### config.mk
export PLATFORM = sky130hd
export DESIGN_NAME = player_control
export DESIGN_NICKNAME = d
export VERILOG_FILES = /design/src/rtl/game_pkg.sv /design/src/rtl/dir_arbiter.sv /design/src/rtl/player_control.sv
export SDC_FILE = /design/constraint.sdc
export NUM_CORES = 1
export LEC_CHECK = 0
export CORE_MARGIN = 4
export CORE_UTILIZATION = 32
export DETAILED_ROUTE_END_ITERATION = 12
export HOLD_SLACK_MARGIN = 0.02
export PLACE_DENSITY = 0.61
export SYNTH_ARGS = -nofsm -noshare
export SYNTH_HDL_FRONTEND = slang
export SYNTH_SLANG_ARGS = --single-unit
### constraint.sdc
create_clock -name clk -period 5.7 [get_ports clk]
set_input_delay 1.425 -clock clk [delete_from_list [all_inputs] [get_ports clk]]
set_output_delay 1.425 -clock clk [all_outputs]
set_load 0.03 [all_outputs]
### src/rtl/game_pkg.sv
// Shared constants and encodings for the grid-game player and trophy logic.
package game_pkg;

  localparam int ROWS            = 18;
  localparam int COLS            = 26;
  localparam int START_R         = 0;
  localparam int START_C         = 0;
  // Off-grid parking spot; differs from the trophy park row so IDLE never collects.
  localparam int PARK            = 31;
  localparam int TROPHY_PARK_ROW = 23;
  localparam int STEP_MAX        = 999;

  typedef enum logic [1:0] {
    IDLE = 2'd0,
    PLAY = 2'd1,
    WIN  = 2'd2
  } state_t;

  typedef enum logic [2:0] {
    DIR_NONE  = 3'd0,
    DIR_UP    = 3'd1,
    DIR_DOWN  = 3'd2,
    DIR_LEFT  = 3'd3,
    DIR_RIGHT = 3'd4
  } dir_t;

endpackage

### src/rtl/dir_arbiter.sv
// Fixed-priority direction encoder: up > down > left > right.
module dir_arbiter
  import game_pkg::*;
(
  input  logic up,
  input  logic down,
  input  logic left,
  input  logic right,
  output dir_t dir
);

  always_comb begin
    dir = DIR_NONE;
    if (up)         dir = DIR_UP;
    else if (down)  dir = DIR_DOWN;
    else if (left)  dir = DIR_LEFT;
    else if (right) dir = DIR_RIGHT;
  end

endmodule

### src/rtl/player_control.sv
// Player position FSM: moves on move_tick with edge saturation, counts effective
// steps, pulses on trophy collection and latches the win state.
module player_control
  import game_pkg::*;
(
  input  logic       clk,
  input  logic       rst,
  input  logic       game_start,
  input  logic       move_tick,
  input  logic       up,
  input  logic       down,
  input  logic       left,
  input  logic       right,
  input  logic [2:0] trophy_cnt,
  output logic [4:0] row,
  output logic [4:0] column,
  output logic [9:0] steps,
  output logic       collect_pulse,
  output logic       win,
  output logic [1:0] state
);

  state_t      state_reg, state_next;
  logic [4:0]  row_reg, row_next;
  logic [4:0]  col_reg, col_next;
  logic [9:0]  steps_reg, steps_next;
  logic [2:0]  trophy_q;
  logic        pulse_reg, pulse_next;
  logic        moved;
  dir_t        dir;

  dir_arbiter u_dir_arbiter (
    .up    (up),
    .down  (down),
    .left  (left),
    .right (right),
    .dir   (dir)
  );

  always_ff @(posedge clk or posedge rst) begin
    if (rst) begin
      state_reg <= IDLE;
      row_reg   <= 5'(PARK);
      col_reg   <= 5'(PARK);
      steps_reg <= '0;
      trophy_q  <= 3'b111;
      pulse_reg <= 1'b0;
    end else begin
      state_reg <= state_next;
      row_reg   <= row_next;
      col_reg   <= col_next;
      steps_reg <= steps_next;
      trophy_q  <= trophy_cnt;
      pulse_reg <= pulse_next;
    end
  end

  always_comb begin
    state_next = state_reg;
    case (state_reg)
      IDLE:    if (game_start) state_next = PLAY;
      PLAY:    if (trophy_cnt == 3'b000) state_next = WIN;
      WIN:     state_next = WIN;
      default: state_next = IDLE;
    endcase
  end

  // Bounds are tested before stepping so the 5-bit position never wraps.
  always_comb begin
    row_next   = row_reg;
    col_next   = col_reg;
    steps_next = steps_reg;
    moved      = 1'b0;
    case (state_reg)
      IDLE: begin
        row_next   = 5'(PARK);
        col_next   = 5'(PARK);
        steps_next = '0;
        if (game_start) begin
          row_next = 5'(START_R);
          col_next = 5'(START_C);
        end
      end
      PLAY: begin
        if (move_tick) begin
          case (dir)
            DIR_UP:    if (row_reg != 5'd0)           begin row_next = row_reg - 5'd1; moved = 1'b1; end
            DIR_DOWN:  if (row_reg != 5'(ROWS - 1))   begin row_next = row_reg + 5'd1; moved = 1'b1; end
            DIR_LEFT:  if (col_reg != 5'd0)           begin col_next = col_reg - 5'd1; moved = 1'b1; end
            DIR_RIGHT: if (col_reg != 5'(COLS - 1))   begin col_next = col_reg + 5'd1; moved = 1'b1; end
            default: ;
          endcase
        end
        if (moved && steps_reg != 10'(STEP_MAX)) steps_next = steps_reg + 10'd1;
      end
      default: ;
    endcase
  end

  assign pulse_next = (state_reg == PLAY) && (|(trophy_q & ~trophy_cnt));

  always_comb begin
    row           = row_reg;
    column        = col_reg;
    steps         = steps_reg;
    collect_pulse = pulse_reg;
    win           = (state_reg == WIN);
    state         = state_reg;
  end

endmodule

After elaboration in Yosys (flattened, before gate mapping):

Index checks and enable logic that the tools add are counted.

* bits of input ports: 11
* output and inout port bits: 24
* bits in registers: 26

* bitwise operators: 2
* $add $sub $neg: 5
* multiplexer cells: 27
* reduce and logical (&&, ||, !) cells: 12
* equality and inequality tests: 19

Operators with widths (count)
* $pmux 5 s2: 4
* $mux 5: 7
* $pmux 10 s2: 1
* $mux 3: 4
* $ne 3x3->1 const B: 4
* $add 10x1->10 const B: 1
* $add 5x1->5 const B: 2
* $mux 10: 1
* $ne 10x10->1 const B: 1
* $ne 5x5->1 const B: 2
* $reduce_and 5->1: 2
* $reduce_bool 5->1: 2
* $sub 5x1->5 const B: 2
* $ne 2x2->1 const B: 4
* $eq 3x2->1 const B: 2
* $mux 1: 6
* $ne 3x1->1 const B: 2
* $pmux 2 s3: 1
* $mux 2: 2
* $pmux 1 s4: 1
* $reduce_and 2->1: 2
* $and 3x3->3: 1
* $eq 3x1->1 const B: 1
* $eq 3x3->1 const B: 1
* other kinds (8): 9

Depth between registers and ports, before layout:

Gate-level depths: netlist of the first run.

* word-level depth: 11
* gate-level depth with buffers: 9
* gate-level depth less buffers: 9

By module:

A second synthesis of the first run with hierarchy kept.

* cells, all modules: 191
* area total of the unflattened synthesis: 1726.7 um2

Modules (own cells, without submodules)
* player_control: cells an instance 186, times used 1, seq. area each 666.9 um2, area each 1691.6 um2
* dir_arbiter: cells an instance 5, times used 1, seq. area each 0.0 um2, area each 35.0 um2

Worst setup path after synthesis of the first run:

OpenSTA, ideal clock, no wires.

* path type: input port to flip-flop
* start: in right
* end: reg col_reg[4] (netlist: column[4])
* arrival: 3.260 ns
* stages on the path: 9
* slack: 2.376 ns
* data required time: 5.636 ns
* cells stage by stage: nor2b_1 -> nand2_1 -> inv_1 -> fa_1 -> nand2b_1 -> a21oi_1 -> xnor2_1 -> or4b_2 -> nand3_1

* longest elaborated chain between the ends: 8
* elaborated cells between the ends (all ways): 13
* classes of those cells: eq/ne: 5; mux: 7; reduce/logical: 1

Ends and longest elaborated chain
* start: declaration: line player_control.sv:13 `input logic right,`
* $mux 3 (*): line dir_arbiter.sv:17 `else if (right) dir = DIR_RIGHT;`
* $mux 3 (*): line dir_arbiter.sv:16 `else if (left) dir = DIR_LEFT;`
* $mux 3 (*): line dir_arbiter.sv:15 `else if (down) dir = DIR_DOWN;`
* $mux 3 (*): line dir_arbiter.sv:14 `if (up) dir = DIR_UP;`
* $eq 3x3->1 or $eq 3x2->1 (tied branches): line player_control.sv:86 `case (dir)`
* $pmux 5 s2: line player_control.sv:86
* $mux 5: line player_control.sv:85 `if (move_tick) begin`
* $pmux 5 s2: line player_control.sv:74 `case (state_reg)`
* end signal: assignment: line player_control.sv:44 `col_reg <= 5'(PARK);`
* end signal: assignment: line player_control.sv:51 `col_reg <= col_next;`
* end: declaration: line player_control.sv:25 `logic [4:0] col_reg, col_next;`

Every way passes the cells marked *; elsewhere a longest branch is shown, timed or not. The select of a mux whose other input is x is not followed.
A chain may end at the register's enable or synchronous reset.

Worst setup path after layout of the first run:

* start: in up
* end: reg col_reg[4] (netlist: column[4])

* longest elaborated chain between the ends: 5
* elaborated cells between the ends (all ways): 10
* classes of those cells: eq/ne: 5; mux: 4; reduce/logical: 1

Ends and longest elaborated chain
* start: declaration: line player_control.sv:10 `input logic up,`
* $mux 3 (*): line dir_arbiter.sv:14
* $eq 3x3->1 or $eq 3x2->1 (tied branches): line player_control.sv:86
* $pmux 5 s2: line player_control.sv:86
* $mux 5: line player_control.sv:85
* $pmux 5 s2: line player_control.sv:74

Marked as above.

==> results.md, run 1 <==
Global route:
- The global routing's busiest layer is met2.
- For this run the aggregate overflow at the end of global routing stands at 0.
- The met3 routing resource usage after global routing is 2.97%.
- The met1 capacity usage during global routing is 17.6%.
- The initial antenna violation count was 0.
- The total global routing track utilization is 12.3%.
- The number of global-route vias before repair was 1,515.
- The first global-routing pass estimated 7230 um of wire.
- The met2 global-route usage is 19.2%.
- Entering global routing, the biggest net connects 27 pins.

Timing:
- The final sum of negative setup slack is 0 ps.
- Measured against its own limit, the worst slew margin works out to 31.2%.
- Setup repair after global routing left no endpoint under its margin.
- The final critical-path share of the clock period is 65.3%.
- Derived from the worst setup path, the maximum achievable clock frequency is 269 MHz.
- At the pin with the least slew margin, the transition time is 1030 ps.
- Setup violations remaining at the end of the flow were counted as 0.
- The clock arrives with 2.36 ps of skew.
- The final count of pins violating max slew was 0.
- The clock period minus worst slack is 3720 ps.
- The count of endpoints failing hold in the final timing report is 0.

Power and ir drop:
- The switching portion of total power is 43.9%.
- The internal power of the cells totals 0.600 mW.
- The portion of total power attributed to the clock network is 14.8%.
- The leakage power figure is 0.927 nW.
- The net switching component of the power is 0.469 mW.
- The combinational power share is 54.0%.
- The part of the total power dissipated in sequential elements is 31.2%.
- The ratio of total power to cell area is 472 mW/mm^2.
- The maximum vdd ir drop is 0.000218 V.

Worst setup path:
- The critical path start-end classification is input pin to flop.
- In this run the critical register-to-register path is captured at steps[9].
- At the worst endpoint, the arrival time is 3940 ps.
- The startpoint of the worst register-to-register path is state[1].
- The worst setup path is captured at a flop.
- Along the worst path, the maximum fanout reaches 7.
- The critical path ends at column[4].
- STA classifies the critical path startpoint as an input pin.
- The cell count of the worst reg-to-reg path is 6.
- For the worst setup path, the data required time is 5920 ps.
- In this run the worst setup path begins at up.
- The setup check on the worst reg-to-reg path leaves a slack of 3210 ps.

Hold path:
- The startpoint identified for the worst hold timing path is row[0].
- The min-delay analysis places its worst path in the category flop to flop.

Synthesis:
- In the synthesized netlist, the number of instances is 194.
- After synthesis, the cell types taking the most area are sky130_fd_sc_hd__dfstp_2, sky130_fd_sc_hd__dfrtp_1, sky130_fd_sc_hd__ha_1.
- The fraction of the mapped netlist area in adder cells is 9.21%.
- After synthesis, the largest family of logic cells by area is simple AND/OR/NAND/NOR gates.
- The synthesized netlist devotes 22.8% of its cell area to simple gates.
- The net count after synthesis is 217.
- After synthesis, the mean cell area works out to 9.24 sq um.
- The area share of xor/xnor cells in the synthesized design is 1.95%.
- Summing every instance area after synthesis gives 0.00179 sq mm.
- The compound-cell area share of the yosys netlist is 21.8%.
- During synthesis, Yosys emitted a total of 0 warnings.
- The number of flops mapped to enable cells by yosys is 0.
- The count of unique library cells instantiated by Yosys is 51.
- The synthesized design contains 26 register bits.
- The synthesized design devotes to its leading area cell type 19.1% of total area.
- The portion of the post-synthesis area used by sequential elements is 37.2%.
- In the synthesized netlist, mux cells make up 2.30% of the area.
- The most area-hungry cell type in the Yosys netlist is sky130_fd_sc_hd__dfstp_2.
- The commonest register cell after synthesis is sky130_fd_sc_hd__dfstp_2.
- The share of async-settable or async-resettable flops after synthesis is 100%.

Cells and area:
- The number of nets in the layout is 251.
- After filler insertion, the fill cell instance count of the layout stands at 542.
- The register with the most flip-flops in the layout has 10 of them.
- The share of cells above drive strength 1 is 13.7%.
- The core occupancy in the finished layout is 43.0%.
- The number of diodes is 0.
- The area growth from synthesis to final layout is 26.3%.

CTS:
- The later-pin clock latency in the skew report is 280 ps.
- The number of buffers added by the clock tree synthesis step is 3.
- The post-CTS setup buffer count is 0.
- The worst-case clock buffer depth is 2.
- The tree built by TritonCTS fans out to 26 sinks.
- The hold-fix buffer count after cts is 0.
- The clock tree from TritonCTS is built.
- Post-CTS repair changed the size of 0 cells.
- The clock-pin slew of the registers on the worst-case setup and hold paths is 100 ps.
- The number of H-tree levels is 1.
- Clock tree synthesis selected as its root buffer the cell sky130_fd_sc_hd__clkbuf_8.

Floorplan:
- The horizontal die dimension is 82.9 um.
- The overall die area is 0.00686 sq mm.
- After floorplanning, the core was divided into 26 placement rows.
- Once the floorplan was initialized, standard cells occupied 34.0% of the core.
- 35 I/O pins were placed.
- In this run the standard cell core region covers 0.00527 sq mm.
- From bottom edge to top edge, the die measures 82.9 um.

Detailed routing:
- For this run, the detailed router's first-pass iteration total came to 4.
- The aggregate routed wire length is 4180 um.
- The total number of vias is 1,550.
- The iteration-0 DRC count of the detailed router is 79.
- The routed via count divided by cell count is 5.22.
- The remaining number of nets flagged by the antenna check after routing is 0.
- The wire length per cell is 14.1 um.
- In the routed design, unresolved DRC markers number 0.

Placement:
- Buffers placed on the I/O ports in this run total 34.
- After legalization and detailed placement, the total HPWL measured 3060 um.
- The final estimated routing congestion in global placement is 0.800.

Outcome:
- The run finished with clean final reports.

Run:
- The max capacitance violation total is 0.
## worst min path at each step
stage                 to  slack, ps  cells after the start
2_1_floorplan     row[0]        560                      2
3_3_place_gp   column[2]        520                      2
3_5_place_dp   column[2]        520                      2
4_1_cts        column[3]        540                      2
5_1_grt           row[3]        560                      2
6_report          row[0]        540                      2
## through the flow
step	power (mW)	area, sq um	instances	worst slack, ps	hold slack [ps]
5_1_grt	1.15	2260	297	1840	557
3_5_place_dp	0.916	2190	293	1710	525
6_report	1.07	2260	297	1980	538
3_3_place_gp	0.916	2190	293	1750	520
2_1_floorplan	0.737	1790	194	2380	564
4_1_cts	1.08	2260	297	1980	542
## cell type report
cell class | count | area [sq um] | area share, %
multi-input cells | 148 | 1040 | 46.0
well taps | 70 | 87.6 | 3.87
inverters | 15 | 56.3 | 2.49
flip-flops and latches | 26 | 667 | 29.4
clock buffers | 3 | 41.3 | 1.82
clock inverters | 1 | 30.0 | 1.33
repair buffers | 34 | 340 | 15.0
## metal layers
| metal | routed length, um | vias up |
|---|---|---|
| met5 | 0 | - |
| met4 | 40 | 0 |
| met3 | 214 | 4 |
| met2 | 1810 | 37 |
| met1 | 2120 | 736 |
| li1 | - | 773 |
## power groups by stage
stage | Sequential, mW | Clock (mW) | Combinational [mW]
2_1_floorplan | 0.416 | 0 | 0.321
5_1_grt | 0.344 | 0.171 | 0.636
3_5_place_dp | 0.336 | 0 | 0.580
6_report | 0.333 | 0.158 | 0.577
4_1_cts | 0.334 | 0.164 | 0.584
3_3_place_gp | 0.337 | 0 | 0.579
## cells by family after synthesis
family,count (synthesis)
adder cells (fa/ha/maj),12
flip-flops,26
AO/OA/AOI/OAI,54
buffers and inverters,20
XOR/XNOR,4
AND/OR/NAND/NOR,74
multiplexers,4
## synthesized netlist by cell type, types with 2 or more instances
cell type,count
sky130_fd_sc_hd__dfstp_2,13
sky130_fd_sc_hd__nor2_1,14
sky130_fd_sc_hd__dfrtp_1,13
sky130_fd_sc_hd__fa_1,2
sky130_fd_sc_hd__a31oi_1,4
sky130_fd_sc_hd__xnor2_1,4
sky130_fd_sc_hd__or2_2,4
sky130_fd_sc_hd__mux2i_1,3
sky130_fd_sc_hd__a21o_1,2
sky130_fd_sc_hd__o211ai_1,9
sky130_fd_sc_hd__nand2_1,13
sky130_fd_sc_hd__and3_1,2
sky130_fd_sc_hd__inv_1,15
sky130_fd_sc_hd__a21oi_1,16
sky130_fd_sc_hd__and2_1,2
sky130_fd_sc_hd__nand4b_1,2
sky130_fd_sc_hd__nor3_1,4
sky130_fd_sc_hd__nand3_1,12
sky130_fd_sc_hd__o21ai_1,2
sky130_fd_sc_hd__nor2b_1,4
sky130_fd_sc_hd__clkbuf_1,3
sky130_fd_sc_hd__o21ai_0,6
sky130_fd_sc_hd__nand2b_1,5
sky130_fd_sc_hd__nand4_1,2
sky130_fd_sc_hd__ha_1,10
sky130_fd_sc_hd__a211oi_1,2
sky130_fd_sc_hd__or4_1,2
## cells in the final DEF (no fill, tap or decap), drive strengths merged, types with 2 or more instances in the layout
| cell type | n |
|---|---|
| mux2i | 3 |
| dfrtp | 13 |
| o21ai | 9 |
| nand3 | 12 |
| a211oi | 2 |
| nor3 | 4 |
| or3b | 2 |
| a21oi | 16 |
| o211ai | 9 |
| inv | 15 |
| nand4b | 2 |
| fa | 2 |
| and2 | 2 |
| nand4 | 2 |
| clkdlybuf4s50 | 34 |
| a21o | 2 |
| or4 | 3 |
| xnor2 | 4 |
| or2 | 4 |
| dfstp | 13 |
| nor2b | 4 |
| nor2 | 14 |
| and3 | 2 |
| a31oi | 4 |
| nand2b | 5 |
| nand2 | 13 |
| ha | 10 |
| clkbuf | 3 |
## critical path, stage by stage
cell	delay, ps
sky130_fd_sc_hd__clkdlybuf4s50_1	530
sky130_fd_sc_hd__nor2_1	120
sky130_fd_sc_hd__nand2_1	250
sky130_fd_sc_hd__inv_1	90
sky130_fd_sc_hd__fa_1	380
sky130_fd_sc_hd__nand2b_1	170
sky130_fd_sc_hd__a21oi_1	150
sky130_fd_sc_hd__xnor2_1	90
sky130_fd_sc_hd__or4b_2	620
sky130_fd_sc_hd__nand3_1	100
No activity file was read; power rests on OpenSTA's default activity.
==> run 2: changes to the inputs <==
- clock period: 5.7 -> 3.5 ns (I/O delays scaled with it)
==> run 2 against run 1 <==
Effect of this change: global-route usage rose by 0.57 points; worst setup slack got worse by 1600 ps; clock power rose by 62%; via count rose by 2.6%; sequential power rose by 64%; register-to-register slack got worse by 2100 ps; utilization rose by 0.43 points; critical path depth did not move; non-clock buffer count rose by 3; hold slack improved by 1.2 ps; highest routed layer unchanged.
==> results.md, run 2 (same netlist as run 1, synthesis figures left out) <==
Detailed routing:
- The first routing iteration left 81 violations.
- For this run, the detailed router's first-pass iteration total came to 4.
- The total number of vias is 1,590.
- The DRC violation count after routing is 0.
- In the final routed layout, each cell accounts on average for 14.5 um.
- The aggregate routed wire length is 4340 um.
- The remaining number of nets flagged by the antenna check after routing is 0.
- The routed via count divided by cell count is 5.30.

Worst setup path:
- The cell count of the worst reg-to-reg path is 7.
- The slowest cell on the critical path is sky130_fd_sc_hd__or4b_2.
- At the worst endpoint, the required time is 3720 ps.
- In this run the worst path has a maximum fanout of 5.
- In this design, the stage delay of the slowest critical-path cell is 610 ps.
- The register-to-register setup slack is 1160 ps.
- The critical path data arrival time is 3340 ps.
- The worst register-to-register path begins at column[0].
- The setup path with the least slack is of type input pin to flop.
- Traced cell by cell, the critical path runs through clkdlybuf4s50_1, nor2_1, nand2_1, inv_1, fa_1, nand2b_1, a21oi_1, xnor2_1, or4b_2, nand3_1.
- The capturing point of the worst reg2reg path is column[4].
- The worst setup path is launched from an input pin.
- STA classifies the critical path endpoint as a flop.

CTS:
- In this run the number of H-tree levels came out at 1.
- The root buffer cell is sky130_fd_sc_hd__clkbuf_8.
- Clock tree synthesis found a total of 26 sinks.
- The number of buffers added by the clock tree synthesis step is 3.
- Clock-pin slew was measured on the worst setup and hold paths at 90 ps.
- The clock tree from TritonCTS is built.
- Once the clock tree was built, the resizer swapped 0 gates to a different size.
- The longest clock path from root to sink contains 2 buffers.
- The hold-fix buffer count after cts is 0.
- The post-CTS setup buffer count is 0.
- The later-pin clock latency in the skew report is 270 ps.

Global route:
- The first global-routing pass estimated 7530 um of wire.
- Entering global routing, the biggest net connects 22 pins.
- The initial antenna violation count is 0.
- The total global routing track utilization is 12.9%.
- Summed over all layers, the global routing overflow is 0.
- The number of global-route vias before repair is 1,556.

Power and ir drop:
- Power comes to 1.76 mW.
- For this design the ratio of total power to cell area is 771 mW/mm^2.
- Across the VDD grid, the largest voltage drop is 0.000412 V.
- For this design the static power due to leakage is 0.942 nW.

Timing:
- The final count of pins violating max slew is 0.
- The actual slew at the worst max-slew pin is 805 ps.
- The setup clock skew after layout is 3.46 ps.
- Setup repair after global routing left no endpoint under its margin.
- The clock period minus worst slack is 3120 ps.
- The final critical-path share of the clock period is 89.2%.
- After layout, the worst setup slack is 378 ps.
- The count of endpoints failing hold in the final timing report is 0.
- The count of endpoints failing setup in the final report is 0.
- The tightest slew margin relative to the limit is 46.2%.
- The maximum operating frequency is 320 MHz.
- After routing, the total negative slack on setup checks comes to 0 ps.

Placement:
- Once detailed placement completed, the half-perimeter wirelength came to 3310 um.
- OpenSTA, run right after detailed placement, puts the worst setup slack at 107 ps.
- The area of placed instances is 0.00222 sq mm.
- The congestion estimate from routability-driven global placement came to 0.789.
- Input and output buffers added on the ports amount to 34.

Outcome:
- The flow ran to the end, and the final reports show no timing, DRC or antenna violations.

Cells and area:
- Across the whole layout, storage elements account for 667 sq um.
- 0 antenna diodes ended up in the layout.
- In the layout the commonest cells are sky130_fd_sc_hd__clkdlybuf4s50_1, sky130_fd_sc_hd__a21oi_1, sky130_fd_sc_hd__inv_1.
- The number of flip-flops in the largest register is 10.
- Of the cells placed in the final design, the portion with a size suffix greater than 1 is 14.8%.
- Counting the fill cells in the layout gives 532.
- The area growth from synthesis to final layout is 27.6%.
- The finished cells cover 0.00229 sq mm.
- At the end of the flow, the number of nets in the layout was 254.
- The area used by multi-input combinational logic is 0.00104 sq mm.
- Cells fill 43.4% of the core in the end.
- The most common cell after layout, fill and taps aside is sky130_fd_sc_hd__clkdlybuf4s50_1.

Hold path:
- In this run the worst hold path is classified as flop to flop.
- The startpoint of the worst hold path is column[2].
- The worst hold path terminates at column[2].
- Counting instances, the worst hold path has a depth of 2.

Floorplan:
- 35 I/O pins were placed.
- The total area inside the core boundary comes to 0.00527 sq mm.
- The y dimension of the die is 82.9 um.
- The floorplan step defined a die boundary enclosing 0.00686 sq mm.
- The cell row count is 26.
- The initial utilization of the core area, before any placement, comes to 34.0%.
- In this run the horizontal extent of the chip is 82.9 um.

Run:
- The max capacitance violation total is 0.
run 2: per-stage QoR:
stage | hold WS (ps) | instances
finish | 540 | 300
global route | 568 | 300
CTS | 540 | 300
detailed placement | 525 | 296
global placement | 522 | 296
floorplan | 564 | 194
run 2: worst max-delay path by stage:
stage	slack, ps	cells past startpoint	from	endpoint
after floorplan	730	9	right	column[4]
after global placement	210	10	up	column[4]
after detailed placement	110	10	down	column[4]
after CTS	390	10	down	column[4]
after global routing	260	10	up	column[4]
final	380	10	down	column[4]
run 2: layout make-up:
cell class                 count  area share [%]
multi-input combinational    148            45.6
sequential                    26            29.2
timing repair buffer          37            15.9
tap                           70            3.83
clock buffer                   3            1.81
clock inverter                 1            1.31
inverter                      15            2.46
run 2: layer usage:
layer  vias to the layer above  GRT usage (%)  wire length (um)
met1                       761           18.3              2150
met4                         0           2.23                29
met5                         -              0                 0
li1                        787              -                 -
met3                         4           2.77               216
met2                        38           20.3              1950
run 2: power breakdown:
group          internal, mW  leakage (nW)  total, mW  switching [mW]
registers             0.431         0.314      0.547           0.116
logic                 0.402         0.592      0.962           0.560
clock network         0.153        0.0357      0.256           0.102
run 2: worst max-delay path, delay by kind of cell:
kind	cells	cell delay [ps]
adder cells (fa/ha/maj)	1	390
AO/OA/AOI/OAI	1	170
AND/OR/NAND/NOR	5	1170
buffers and inverters	2	620
XOR/XNOR	1	100
==> run 3: changes to the inputs <==
- GPL_TIMING_DRIVEN: unset -> 0
==> run 3 against run 2 <==
Effect of this change: global-route usage up 0.85 points; count of clock-buffer cells in the layout unchanged; clock skew about the same; fmax down 4.8%; non-clock buffer count up 2; worst setup slack worse by 160 ps; first-iteration DRC count down 3.7%.
==> results.md, run 3 (same netlist as run 1, synthesis figures left out) <==
Outcome:
- The run finished with clean final reports.

Cells and area:
- The area growth from synthesis to final layout is 27.8%.
- Once layout is complete, the utilization of the core stands at 43.5%.
- The repair_antennas step left the layout with diodes totalling 0.
- The number of nets in the layout is 256.
- The library cells used most frequently in the layout, excluding fill and tap cells, are sky130_fd_sc_hd__clkdlybuf4s50_1, sky130_fd_sc_hd__a21oi_1, sky130_fd_sc_hd__inv_1.
- The register with the most flip-flops in the layout has 10 of them.
- The most common cell after layout, fill and taps aside is sky130_fd_sc_hd__clkdlybuf4s50_1.
- Of the cells placed in the final design, the portion with a size suffix greater than 1 is 14.2%.
- The final non-filler cell area is 0.00229 sq mm.
- The final instance count without filler cells is 302.
- The number of filler cells placed in the layout is 542.

Detailed routing:
- The detail route stage leaves a number of antenna-violating nets equal to 0.
- In the final routed layout, each cell accounts on average for 14.9 um.
- The aggregate routed wire length is 4490 um.
- Before antenna repair, the detailed router went through 4 iterations.
- The detailed router placed 1,629 vias in this run.
- Using the TritonRoute via totals, the vias-per-cell ratio works out to 5.39.
- The DRC violation count after routing is 0.
- The iteration-0 DRC count of the detailed router is 78.

Worst setup path:
- The kind of capture point of the worst setup path is a flop.
- Along the worst path, the maximum fanout reaches 7.
- The critical path start-end classification is input pin to flop.
- Data arrives at the worst endpoint at 3500 ps.
- Among all stages on the critical path, the largest delay is contributed by sky130_fd_sc_hd__or4b_2.
- The worst setup path is launched from an input pin.
- The critical path goes through clkdlybuf4s50_1, nor2_1, nand2_1, inv_1, fa_1, nand2b_1, a21oi_1, xnor2_1, or4b_2, nand3_1.
- The worst endpoint required time is 3730 ps.
- The cell count of the worst reg-to-reg path is 7.
- The critical path's largest stage delay is 620 ps.
- Across all register-to-register paths, the minimum setup slack is 1140 ps.

Placement:
- Port buffering added 34 buffers.
- The number of placed cells counting well taps is 298.
- The worst setup timing slack at the placement stage is -59.8 ps.
- The final estimated routing congestion in global placement is 0.783.
- The HPWL reported at the end of detailed placement is 3350 um.
- The area of placed instances is 0.00222 sq mm.

Floorplan:
- The initial utilization of the core area, before any placement, comes to 34.0%.
- The I/O pin count is 35.
- The floorplan step set the die height to 82.9 um.
- The cell row count is 26.
- The region available for standard cell placement spans 0.00527 sq mm.
- The overall die area is 0.00686 sq mm.
- The horizontal die dimension is 82.9 um.

Global route:
- The number of global-route vias before repair is 1,658.
- In the global route stage, overall resource usage came out at 13.7%.
- After global routing the overflow that remains totals 0.
- The first global-routing pass estimated 8040 um of wire.
- The initial antenna violation count was 0.
- The maximum number of pins on one net before global-route repair is 27.

CTS:
- The hold-fix buffer count after cts is 0.
- TritonCTS built the clock tree.
- The post-cts gate resize count is 0.
- Clock latency on the worst-skew pair, taken at its later pin, is 280 ps.
- Buffers added to address setup during post-CTS repair amount to 0.
- In this run the number of H-tree levels came out at 1.
- After clock tree synthesis, the clock-pin slew on the worst setup and hold paths is 100 ps.
- TritonCTS created 3 clock buffers.
- The root buffer cell is sky130_fd_sc_hd__clkbuf_8.
- The number of clock sinks seen by CTS is 26.
- The worst-case clock buffer depth is 2.

Timing:
- Setup violations remaining at the end of the flow were counted as 0.
- The final count of pins violating max slew is 0.
- The count of endpoints failing hold in the final timing report is 0.
- Setup repair after global routing left no endpoint under its margin.
- The worst setup slack after layout is 222 ps.
- Headroom to the max-slew limit came out at 31.8%.
- Dividing the final minimum period by the clock period gives 93.7%.
- The setup clock skew after layout is 3.68 ps.
- The worst path in the final design needs a cycle of 3280 ps, including I/O delays and setup.
- The tightest hold path in the finished design has a slack of 536 ps.
- Derived from the worst setup path, the maximum achievable clock frequency is 305 MHz.
- At the pin with the least slew margin, the transition time is 1020 ps.
- The final sum of negative setup slack is 0 ps.

Power and ir drop:
- The leakage power figure is 0.940 nW.
- The maximum vdd ir drop is 0.000443 V.
- Power spread over the standard cell area amounts to 777 mW/mm^2.
- The total design power is 1.78 mW.

Hold path:
- The worst hold path belongs to the class flop to flop.
- Counting instances, the worst hold path has a depth of 2.

Run:
- Across the run, the number of max-cap violations was 0.
-- run 3: cell count changes in the layout (fill, tap and decap cells not counted), sizes merged --
cell / previous run / this run
buf: 3 / 2
clkbuf: 3 / 6
-- run 3: final cells by class --
type	instances	area [sq um]	area share, %
clock buffers	3	41.3	1.80
inverters	15	56.3	2.46
flip-flops and latches	26	667	29.1
clock inverters	1	30.0	1.31
well taps	70	87.6	3.82
multi-input cells	148	1040	45.5
plain buffers	5	27.5	1.20
repair buffers	34	340	14.8
-- run 3: final timing paths --
path	start	to
max reg2reg	column[0]	column[4]
max in group asynchronous	rst	steps[2]
min reg2reg	column[2]	column[2]
max	up	column[4]
min	column[2]	column[2]
min in group asynchronous	rst	steps[8]
-- run 3: metal layers --
metal | global-route usage [%] | routed length [um] | vias to the layer above
met2 | 22.6 | 2100 | 39
li1 | - | - | 789
met4 | 1.34 | 9 | 0
met1 | 18.9 | 2190 | 799
met3 | 3.37 | 196 | 2
met5 | 0 | 0 | -
-- run 3: worst max-delay path: cells and delay by family --
| family | cells | cell delay [ps] |
|---|---|---|
| buffers and inverters | 2 | 640 |
| AO/OA/AOI/OAI | 1 | 190 |
| AND/OR/NAND/NOR | 5 | 1300 |
| XOR/XNOR | 1 | 110 |
| adder cells (fa/ha/maj) | 1 | 390 |
-- run 3: power breakdown --
group | switching [mW] | internal [mW]
logic | 0.570 | 0.407
registers | 0.111 | 0.430
clock network | 0.109 | 0.153
